===== src/rtl/load_store_unit.sv =====
// load_store_unit: single-outstanding load/store requester for a negedge-clocked byte-addressed data memory.
module load_store_unit #(
  parameter int MEM_AW      = 16,
  parameter bit CHECK_ALIGN = 1'b1
) (
  input  logic              clk_i,
  input  logic              rst_i,
  input  logic              req_valid_i,
  output logic              req_ready_o,
  input  logic              req_we_i,
  input  logic [2:0]        req_funct3_i,
  input  logic [31:0]       req_addr_i,
  input  logic [31:0]       req_wdata_i,
  output logic              resp_valid_o,
  input  logic              resp_ready_i,
  output logic [31:0]       resp_rdata_o,
  output logic              resp_err_o,
  output logic              mem_we_o,
  output logic [MEM_AW-1:0] mem_addr_o,
  output logic [31:0]       mem_data_in_o,
  output logic [1:0]        mem_data_size_o,
  output logic              mem_signed_o,
  input  logic [31:0]       mem_data_out_i
);
  typedef enum logic [1:0] {IDLE, ACCESS, RESP} state_t;
  state_t              state_q;
  logic                mem_we_q, mem_signed_q, resp_valid_q, resp_err_q;
  logic [MEM_AW-1:0]   mem_addr_q;
  logic [31:0]         mem_data_in_q, resp_rdata_q;
  logic [1:0]          mem_data_size_q;
  logic                bad_range, bad_f3, bad_store, misalign, req_err;
  always_comb begin
    bad_range = (req_addr_i >> MEM_AW) != '0;
    bad_f3    = (req_funct3_i[1:0] == 2'b11) || (req_funct3_i[2] && req_funct3_i[1]);
    bad_store = req_we_i && req_funct3_i[2];
    misalign  = CHECK_ALIGN && ((req_funct3_i[1:0] == 2'b01 && req_addr_i[0]) ||
                                (req_funct3_i[1:0] == 2'b10 && req_addr_i[1:0] != 2'b00));
    req_err   = bad_range || bad_f3 || bad_store || misalign;
  end
  always_ff @(posedge clk_i or posedge rst_i) begin
    if (rst_i) begin
      state_q         <= IDLE;
      mem_we_q        <= 1'b0;
      mem_addr_q      <= '0;
      mem_data_in_q   <= '0;
      mem_data_size_q <= 2'b10;
      mem_signed_q    <= 1'b0;
      resp_valid_q    <= 1'b0;
      resp_rdata_q    <= '0;
      resp_err_q      <= 1'b0;
    end else begin
      case (state_q)
        IDLE: if (req_valid_i) begin
          if (req_err) begin
            state_q      <= RESP;
            resp_valid_q <= 1'b1;
            resp_err_q   <= 1'b1;
            resp_rdata_q <= '0;
          end else begin
            state_q         <= ACCESS;
            mem_addr_q      <= req_addr_i[MEM_AW-1:0];
            mem_data_size_q <= req_funct3_i[1:0];
            mem_signed_q    <= ~req_funct3_i[2] && ~req_funct3_i[1];
            mem_data_in_q   <= req_we_i ? req_wdata_i : '0;
            mem_we_q        <= req_we_i;
          end
        end
        // memory has acted at the intervening negedge; mem_we_q still tells store from load
        ACCESS: begin
          state_q      <= RESP;
          resp_rdata_q <= mem_we_q ? '0 : mem_data_out_i;
          resp_err_q   <= 1'b0;
          resp_valid_q <= 1'b1;
          mem_we_q     <= 1'b0;
        end
        RESP: if (resp_ready_i) begin
          state_q      <= IDLE;
          resp_valid_q <= 1'b0;
        end
        default: state_q <= IDLE;
      endcase
    end
  end
  assign req_ready_o     = state_q == IDLE;
  assign resp_valid_o    = resp_valid_q;
  assign resp_rdata_o    = resp_rdata_q;
  assign resp_err_o      = resp_err_q;
  assign mem_we_o        = mem_we_q;
  assign mem_addr_o      = mem_addr_q;
  assign mem_data_in_o   = mem_data_in_q;
  assign mem_data_size_o = mem_data_size_q;
  assign mem_signed_o    = mem_signed_q;
endmodule


===== config.mk =====
export PLATFORM = sky130hd
export DESIGN_NAME = load_store_unit
export DESIGN_NICKNAME = d
export VERILOG_FILES = /design/src/rtl/load_store_unit.sv
export SDC_FILE = /design/constraint.sdc
export NUM_CORES = 1
export LEC_CHECK = 0
export CAP_MARGIN = 20
export CELL_PAD_IN_SITES_DETAIL_PLACEMENT = 2
export CELL_PAD_IN_SITES_GLOBAL_PLACEMENT = 2
export CORE_MARGIN = 2
export CORE_UTILIZATION = 23
export CTS_CLUSTER_SIZE = 20
export DETAILED_ROUTE_END_ITERATION = 10
export PLACE_DENSITY_LB_ADDON = 0.1
export SLEW_MARGIN = 5
export SYNTH_ARGS = -nofsm -noshare
export SYNTH_HDL_FRONTEND = slang
export SYNTH_SLANG_ARGS = --single-unit

===== constraint.sdc =====
create_clock -name clk_i -period 3.3 [get_ports clk_i]
set_input_delay 0.66 -clock clk_i [delete_from_list [all_inputs] [get_ports clk_i]]
set_output_delay 0.66 -clock clk_i [all_outputs]
set_load 0.01 [all_outputs]

==> results of run 1 <==
[metrics by stage]
step | total power, mW | area [sq um] | util (%) | hold WS, ps | cells
2_1_floorplan | 1.175 | 3831 | - | 528.8 | 352
3_3_place_gp | 1.343 | 5968 | 36.38 | 471.6 | 744
3_5_place_dp | 1.347 | 5988 | 36.50 | 478.1 | 745
4_1_cts | 2.371 | 6267 | 38.20 | 493.6 | 761
5_1_grt | 2.429 | 6267 | 38.20 | 504.3 | 761
6_report | 2.318 | 6267 | 38.20 | 487.7 | 761
[kinds of logic (layout without fill, tap and decap cells)]
kind of cell           after synthesis  count (layout)  share of synthesized area (%)
buffers and inverters               92             281                          10.48
DFF                                 88              88                          57.51
and+or+nand+nor                     79              79                          8.687
muxes                               51              51                          13.95
AOI/OAI and AO/OA                   42              42                          9.373
[state kept, by name, indices dropped and copies added (netlist names)]
name             cells
mem_data_in_o       32
resp_valid_o         1
mem_we_o             1
mem_addr_o          16
mem_data_size_o      2
resp_rdata_o        32
state_q              2
mem_signed_o         1
resp_err_o           1
[cell usage after synthesis]
cell type	count	area share [%]
dfrtp_1	87	57
inv_1	68	6.7
nand2_1	65	6.4
mux2i_1	32	8.4
o32ai_1	32	7.3
clkbuf_1	16	1.6
mux2_1	16	4.7
buf_6	4	1.2
nor4_1	4	0.65
mux2_2	3	0.88
nor2_1	3	0.29
a21oi_1	2	0.26
a221o_1	2	0.52
buf_8	2	0.78
nand2b_1	2	0.33
a21boi_0	1	0.20
a311oi_1	1	0.23
and4_1	1	0.23
buf_1	1	0.098
buf_4	1	0.20
dfstp_2	1	0.69
nand3_1	1	0.13
nand3b_1	1	0.20
nand4_1	1	0.16
nor4_2	1	0.33
o21a_1	1	0.20
o21ai_0	1	0.13
o41a_1	1	0.29
o41ai_1	1	0.23
[power by group]
part           total (mW)  leakage (nW)  internal, mW  switching, mW
clock               0.998         0.135         0.588          0.410
sequential           1.09          1.04          1.08        0.00475
combinational       0.233          1.61         0.138         0.0945
total                2.32          2.79          1.81          0.509
[worst register-to-register path: stages (launching register included)]
cell	delay, ps
dfrtp_1	430
nand2b_1	250
a21oi_4	780
o32ai_1	210
[per-layer routing]
layer	global-route usage [%]	up-vias
met4	4.898	0
li1	-	1529
met5	0	-
met3	6.130	14
met1	16.84	1646
met2	24.61	122
[how the worst max path moves through the flow]
stage | end | slack (ps) | depth (start not counted)
final | mem_addr_o[5] | 760 | 6
after global routing | mem_addr_o[2] | 650 | 6
after CTS | mem_addr_o[5] | 740 | 6
after detailed placement | mem_addr_o[5] | 380 | 6
after global placement | mem_addr_o[5] | 430 | 6
after floorplan | mem_addr_o[0] | 360 | 1
[layout make-up]
cell class,instances,share of cell area (%)
well taps,220,4.392
multi-input cells,172,19.92
repair buffers,197,31.98
clock inverters,2,0.5590
inverters,68,4.093
clock buffers,14,3.893
flip-flops and latches,88,35.16
==> results.md, run 1 <==
- Final worst-path setup slack: 763.8 ps
- DRT iter0 DRCs: 81
- Core area: 16410 sq um
- Minimum clock period: about 2500 ps
- Synthesized net count: 456
- Leakage: 2.791 nW
- Drt pass-1 iters: 4
- Setup violations, final: 0
- Ant. Diodes: 0
- Die Y: around 130 um
- Max incr delay on CP: 420 ps
- Critical path class: input port to flip-flop
- Initial Util: a little under a quarter
- Row cnt: 47
- Setup crit end kind: flip-flop
- Power per cell area: 369.9 nW/um^2
- Reg-to-Reg End: resp_rdata_o[27]
- Most frequent cells in the layout: clkdlybuf4s50_1 (190), dfrtp_1 (87), inv_1 (67)
- Inserted Clock Buffers: 9
- Yosys warnings: 0
- DR vias: 3311
- Hold Startpoint: mem_addr_o[0]
- Worst-path maximum fanout: 28
- Slew @ Worst Pin: between 900 and 1000 ps
- Remaining Overflow, GRT: 0
- Slew Limit Fails: 0
- Synth cell types: 29
- Wire length on met3: 1216 um
- WP data required: 3520 ps
- Slew headroom: 34.61%
- Seq/Total Area, Yosys: 57.51%
- RSZ-0062 raised after global routing: no
- DRC: 0
- Hold Crit Class: flip-flop to flip-flop
- H-tree depth: 3
- Global-route usage over all layers: 14.64%
- Number of port buffers: 190
- Clk_lat worst skew: 340 ps
- Worst Path Arrival: 2760 ps
- Critical path's slowest cell: nor4_4
- Clk_skew: approximately 6 ps
- Initial antenna violation count: 0
- Post-route ant nets: 0
- Post-CTS Resized: 0
- Worst setup startpoint: req_addr_i[17]
- Final Hold Fails: 0
- Highest metal used: met4
- Maximum number of pins on one net before global-route repair: 50
- Hold path depth: 1
- Die W: between 100 and 150 um
- Routed WL: roughly 13000 um
- Worst ir drop on vdd: 0.2072 mV
- Clock sink count: 88
- Setup TNS: 0 ps
- Syn Area/Cell: about 11 sq um
- Type of origin of the critical path: input port
- Cells after synthesis: 352
- Syn Std Cell Area: 3831 sq um
- Vias in the first global route: 3722
- Crit share post-route: 76.85%
- Status: completed
- Syn-to-layout area delta: 63.59%
- WL/cell: 16.63 um
- Leading cell type in the layout, fill and taps excluded: clkdlybuf4s50_1
- Area of the multi-input gates: 1249 sq um
- Share of cells above drive strength 1: 4.806%
- CP bufs+invs: 2
- Worst path top cell family by delay: simple AND/OR/NAND/NOR gates
- Hold Path Sink: mem_addr_o[0]
- Routability Congestion: 0.6581
- Reg area: 2203 sq um
- Fillers: roughly 1700
- R2r setup slk: 1460 ps
- Placed wire-length estimate: 9375 um
- Met2 WL: 6250 um
- First-pass GRT wire length: between 20000 and 25000 um
- Worst Reg-to-Reg Cells: 3
- Wl on met1: 5017 um
- Reg2reg start: state_q[1]
- CTS tree: done
- Clock Tree Root: clkbuf_16
- # Max-Cap Violations: 0
- Crit-path cells: clkdlybuf4s50_1 -> nor4_1 -> nand4_1 -> nor4_4 -> buf_12 -> mux2_2
- Pre-CTS WS: 376.0 ps
- Via density: 4.351
- Max Fclk: between 300 and 400 MHz
- CTS clk-pin slew, worst paths: 60 ps
- Yosys reg bits: 88
- Die area: 17710 sq um
- Ports: 191
- Hold Buf Count CTS: 0
- Nets: 640
- Setup Buffers After CTS: 0
- CTS max path bufs: 2
Power figures use the tool's default switching activity.
==> run 2, diff against run 1 <==
==> constraint.sdc (replaced) <==
create_clock -name clk_i -period 2.64 [get_ports clk_i]
set_input_delay 0.528 -clock clk_i [delete_from_list [all_inputs] [get_ports clk_i]]
set_output_delay 0.528 -clock clk_i [all_outputs]
set_load 0.01 [all_outputs]
==> run 2 against run 1 <==
Worst setup slack lost 510 ps. Sequential share of layout area down 0.30 points. Sequential power up 25%. Critical path type unchanged. Non-clock buffer count rose by 9. Combinational power grew 28%. Largest power group unchanged. Critical endpoint is now mem_addr_o[14]. Core utilization up 0.33 points. Routed wire length increased by 1.6%. Critical path depth unchanged.
==> results.md, run 2 (synthesized netlist as in run 1, its figures left out) <==
- Final Hold Fails: 0
- Hold Buf Count CTS: 0
- Syn-to-layout area delta: 64.99%
- Global-route usage over all layers: between 10 and 15%
- Nets: 649
- Worst Reg-to-Reg Cells: 4
- Clock sink count: 88
- First-pass GRT wire length: just over 20000 um
- Ports: 191
- Critical path class: input port to flip-flop
- Inserted Clock Buffers: 9
- # Max-Cap Violations: 0
- Core area: 16410 sq um
- Instance area at placement: between 6000 and 7000 sq um
- Number of port buffers: 190
- CTS max path bufs: 2
- Leading cell type in the layout, fill and taps excluded: clkdlybuf4s50_1
- Clk_skew: between 4 and 5 ps
- CTS tree: done
- Die W: approximately 130 um
- Slew Limit Fails: 0
- CTS clk-pin slew, worst paths: 60 ps
- Slew @ Worst Pin: 395.6 ps
- Max Fclk: around 420 MHz
- Non-Filler Instances: 770
- Vias in the first global route: 3844
- DRT iter0 DRCs: 69
- Share of cells above drive strength 1: 6.364%
- Drt pass-1 iters: 4
- RSZ-0062 raised after global routing: no
- Power per cell area: 448.2 nW/um^2
- Crit share post-route: about nine tenths
- Placed wire-length estimate: 9597 um
- Minimum clock period: 2387 ps
- Setup TNS: 0 ps
- Post-CTS Resized: 0
- Placed Cells: 754
- Remaining Overflow, GRT: 0
- Via density: 4.353
- H-tree depth: 3
- Type of origin of the critical path: input port
- WL/cell: 16.70 um
- Setup Buffers After CTS: 0
- Final instance area: 6321 sq um
- Setup violations, final: 0
- Clk_lat worst skew: 340 ps
- Slew headroom: 73.63%
- Row cnt: 47
- Worst ir drop on vdd: 0.2698 mV
- Hold path depth: 1
- Clock Tree Root: clkbuf_16
- DRC: 0
- Hold Crit Class: flip-flop to flip-flop
- Pwr Total: roughly 2.8 mW
- WP data required: 2860 ps
- Die Y: approximately 130 um
- Setup crit end kind: flip-flop
- Pre-CTS WS: -108.9 ps
- Post-route ant nets: 0
- Maximum number of pins on one net before global-route repair: between 60 and 70
- Worst Path Arrival: 2610 ps
- Leakage: approximately 2.8 nW
- Die area: ~18000 sq um
- Most frequent cells in the layout: clkdlybuf4s50_1 (190), dfrtp_1 (87), inv_1 (67)
- Ant. Diodes: 0
- Routability Congestion: 0.6781
- DR vias: 3352
- Final worst-path setup slack: 253.0 ps
- Status: completed
- Initial antenna violation count: 0
- Routed WL: 12860 um
- Worst-path maximum fanout: 12
- Initial Util: 23.35%
==> run 2: cell types whose count changed in the layout (fill, tap and decap cells not counted), sizes merged <==
cell / previous run / this run
buf: 7 / 16
bufinv: 1 / 0
clkbuf: 14 / 15
clkinv: 2 / 1
clkinvlp: 0 / 1
==> run 2: final timing paths <==
check                                           to            from  slack (ps)
worst max-delay path                mem_addr_o[14]  req_addr_i[17]         250
worst min-delay path                 mem_addr_o[0]   mem_addr_o[0]         490
worst max register to register      mem_addr_o[14]      state_q[1]         950
worst min register to register       mem_addr_o[0]   mem_addr_o[0]         490
max in group asynchronous       mem_data_size_o[1]           rst_i        1660
min in group asynchronous        mem_data_in_o[26]           rst_i         630
==> run 2: layout make-up <==
| cell class | instances | area (sq um) |
|---|---|---|
| fill | 1717 | 10090 |
| timing repair buffer | 206 | 2072 |
| multi-input combinational | 172 | 1249 |
| sequential | 88 | 2203 |
| tap | 220 | 275.3 |
| clock inverter | 1 | 5.005 |
| inverter | 68 | 259.0 |
| clock buffer | 15 | 257.7 |
==> run 2: routing by layer <==
metal  GRT usage, %  share of wire (%)  vias up
met5              0                  0        -
li1               -                  -     1545
met3          5.211                8.8       14
met2          24.70                 48      124
met1          18.14                 42     1669
met4          5.496                1.7        0
==> run 2: worst max-delay path, cell delays in order <==
cell and delay, ps:
clkdlybuf4s50_1 400, nor4_1 370, nand4_1 300, nor4_4 370, buf_4 290, mux2_1 350
==> run 2: through the flow <==
stage	hold slack [ps]	utilization (%)
floorplan	528.8	-
global placement	475.3	36.93
detailed placement	478.4	36.93
CTS	493.4	38.53
global route	512.1	38.53
finish	490.6	38.53
==> run 2: where the power goes <==
part | switching (mW) | internal, mW
clock network | 0.510 | 0.665
registers | 0.00592 | 1.35
logic | 0.118 | 0.180
total | 0.634 | 2.20
==> run 3, diff against run 2 <==
--- a/config.mk
+++ b/config.mk
@@ -13,6 +13,7 @@
 export CTS_CLUSTER_SIZE = 20
 export DETAILED_ROUTE_END_ITERATION = 10
 export PLACE_DENSITY_LB_ADDON = 0.1
+export SETUP_SLACK_MARGIN = 0.2
 export SLEW_MARGIN = 5
 export SYNTH_ARGS = -nofsm -noshare
 export SYNTH_HDL_FRONTEND = slang
==> run 3 against run 2 <==
Register-to-register slack got worse by 50 ps. Via count about the same. Routed wire length increased by 0.29%. Cell count unchanged. Final area about the same. Clock power about the same. Hold slack improved by 0.82 ps. Largest power group unchanged.
==> results.md, run 3 (synthesized netlist as in run 1, its figures left out) <==
- Ant. Diodes: 0
- Inserted Clock Buffers: 9
- DRC: 0
- Met2 Usage GRT: 24.70%
- # Max-Cap Violations: 0
- Most frequent cells in the layout: clkdlybuf4s50_1 (190), dfrtp_1 (87), inv_1 (67)
- Clk_lat worst skew: between 300 and 400 ps
- Setup TNS: 0 ps
- Syn-to-layout area delta: 65.09%
- Minimum clock period: 2298 ps
- Critical path class: input port to flip-flop
- Share of cells above drive strength 1: under 10%
- Worst-path maximum fanout: 17
- Worst Path Arrival: roughly 2600 ps
- Seq pwr share: roughly 48%
- Remaining Overflow, GRT: 0
- Leakage: 2.823 nW
- NetSw: 0.6331 mW
- Clock Tree Root: clkbuf_16
- RSZ-0062 raised after global routing: no
- Die W: 133.1 um
- First-pass GRT wire length: about 21000 um
- Clock sink count: just under 90
- Drt pass-1 iters: 3
- Slew Limit Fails: 0
- Clk_skew: 4.377 ps
- Die Y: approximately 130 um
- Setup violations, final: 0
- Type of origin of the critical path: input port
- Slew headroom: 73.59%
- Grt met3 use: 5.211%
- R2r setup slk: 900 ps
- Crit share post-route: a little under 90%
- Pwr Total: roughly 2.8 mW
- Met1 Use GR: 18.14%
- Routability Congestion: between 0.6 and 0.7
- Via density: 4.349
- Ports: 191
- Core area: between 15000 and 20000 sq um
- Initial Util: 23.35%
- DRT iter0 DRCs: 74
- Slew @ Worst Pin: a little under 400 ps
- Number of port buffers: 190
- Internal power: 2.199 mW
- Maximum number of pins on one net before global-route repair: 62
- Max Fclk: 435.2 MHz
- Initial antenna violation count: 0
- Global-route usage over all layers: 14.99%
- WL/cell: 16.75 um
- Placed wire-length estimate: 9597 um
- Comb pwr share: approximately a tenth
- Vias in the first global route: 3844
- H-tree depth: 3
- Leading cell type in the layout, fill and taps excluded: clkdlybuf4s50_1
- Hold Crit Class: flip-flop to flip-flop
- CTS max path bufs: 2
- CTS clk-pin slew, worst paths: around 60 ps
- Sw frac: 22.35%
- Post-route ant nets: 0
- Final Hold Fails: 0
- Most crowded layer after global routing: met2
- Worst ir drop on vdd: 0.2695 mV
- Final Util: 38.55%
- DR vias: 3349
- Clk network pwr share: 41.5%
- Power per cell area: 447.8 nW/um^2
- Status: completed
- Row cnt: 47
- WP data required: 2890 ps
- Routed WL: 12900 um
- CTS tree: done
- Setup crit end kind: flip-flop
- Nets: 649
- Die area: about 18000 sq um
-- run 3: layer usage --
layer / up-vias / routed length (um)
li1: 1545 / -
met1: 1666 / 5422
met2: 124 / 6126
met3: 14 / 1126
met4: 0 / 221
met5: - / 0
-- run 3: cell type report --
| type | instances | area, sq um |
|---|---|---|
| Fill cell | 1718 | 10080 |
| Timing Repair Buffer | 206 | 2076 |
| Sequential cell | 88 | 2203 |
| Clock buffer | 15 | 257.7 |
| Tap cell | 220 | 275.3 |
| Clock inverter | 1 | 5.005 |
| Inverter | 68 | 259.0 |
| Multi-Input combinational cell | 172 | 1249 |
-- run 3: critical path: stages --
cell and delay, ps:
clkdlybuf4s50_1 470, a221o_1 390, o41a_1 150, nor4_4 380, buf_12 230, buf_12 170, mux2i_1 220
-- run 3: worst paths after layout --
check,start,endpoint,cells past startpoint
min reg2reg,mem_addr_o[0],mem_addr_o[0],1
min in group asynchronous,rst_i,mem_data_in_o[26],3
max in group asynchronous,rst_i,mem_data_size_o[1],3
min,mem_addr_o[0],mem_addr_o[0],1
max,req_we_i,mem_data_in_o[11],7
max reg2reg,state_q[1],mem_data_in_o[11],5
-- run 3: per-stage QoR --
stage / instances / instance area, sq um / worst slack, ps / hold WS (ps)
6_report: 770 / 6325 / 342.0 / 491.4
5_1_grt: 770 / 6325 / 206.7 / 512.1
4_1_cts: 770 / 6321 / 239.0 / 493.4
3_5_place_dp: 754 / 6058 / -108.9 / 478.4
3_3_place_gp: 754 / 6058 / -21.85 / 475.3
2_1_floorplan: 352 / 3835 / 514.5 / 528.8
-- run 3: timing repair --
action,CTS,global route
gates resized for setup,0,1
endpoints found under the setup margin,0,23
buffers inserted,0,0
hold buffers,0,0
-- run 3: power by group through the flow --
stage | sequential [mW] | clock, mW | combinational [mW]
5_1_grt | 1.36 | 1.29 | 0.329
2_1_floorplan | 1.39 | 0 | 0.0833
4_1_cts | 1.36 | 1.23 | 0.307
3_5_place_dp | 1.39 | 0 | 0.305
3_3_place_gp | 1.39 | 0 | 0.300
6_report | 1.36 | 1.17 | 0.298
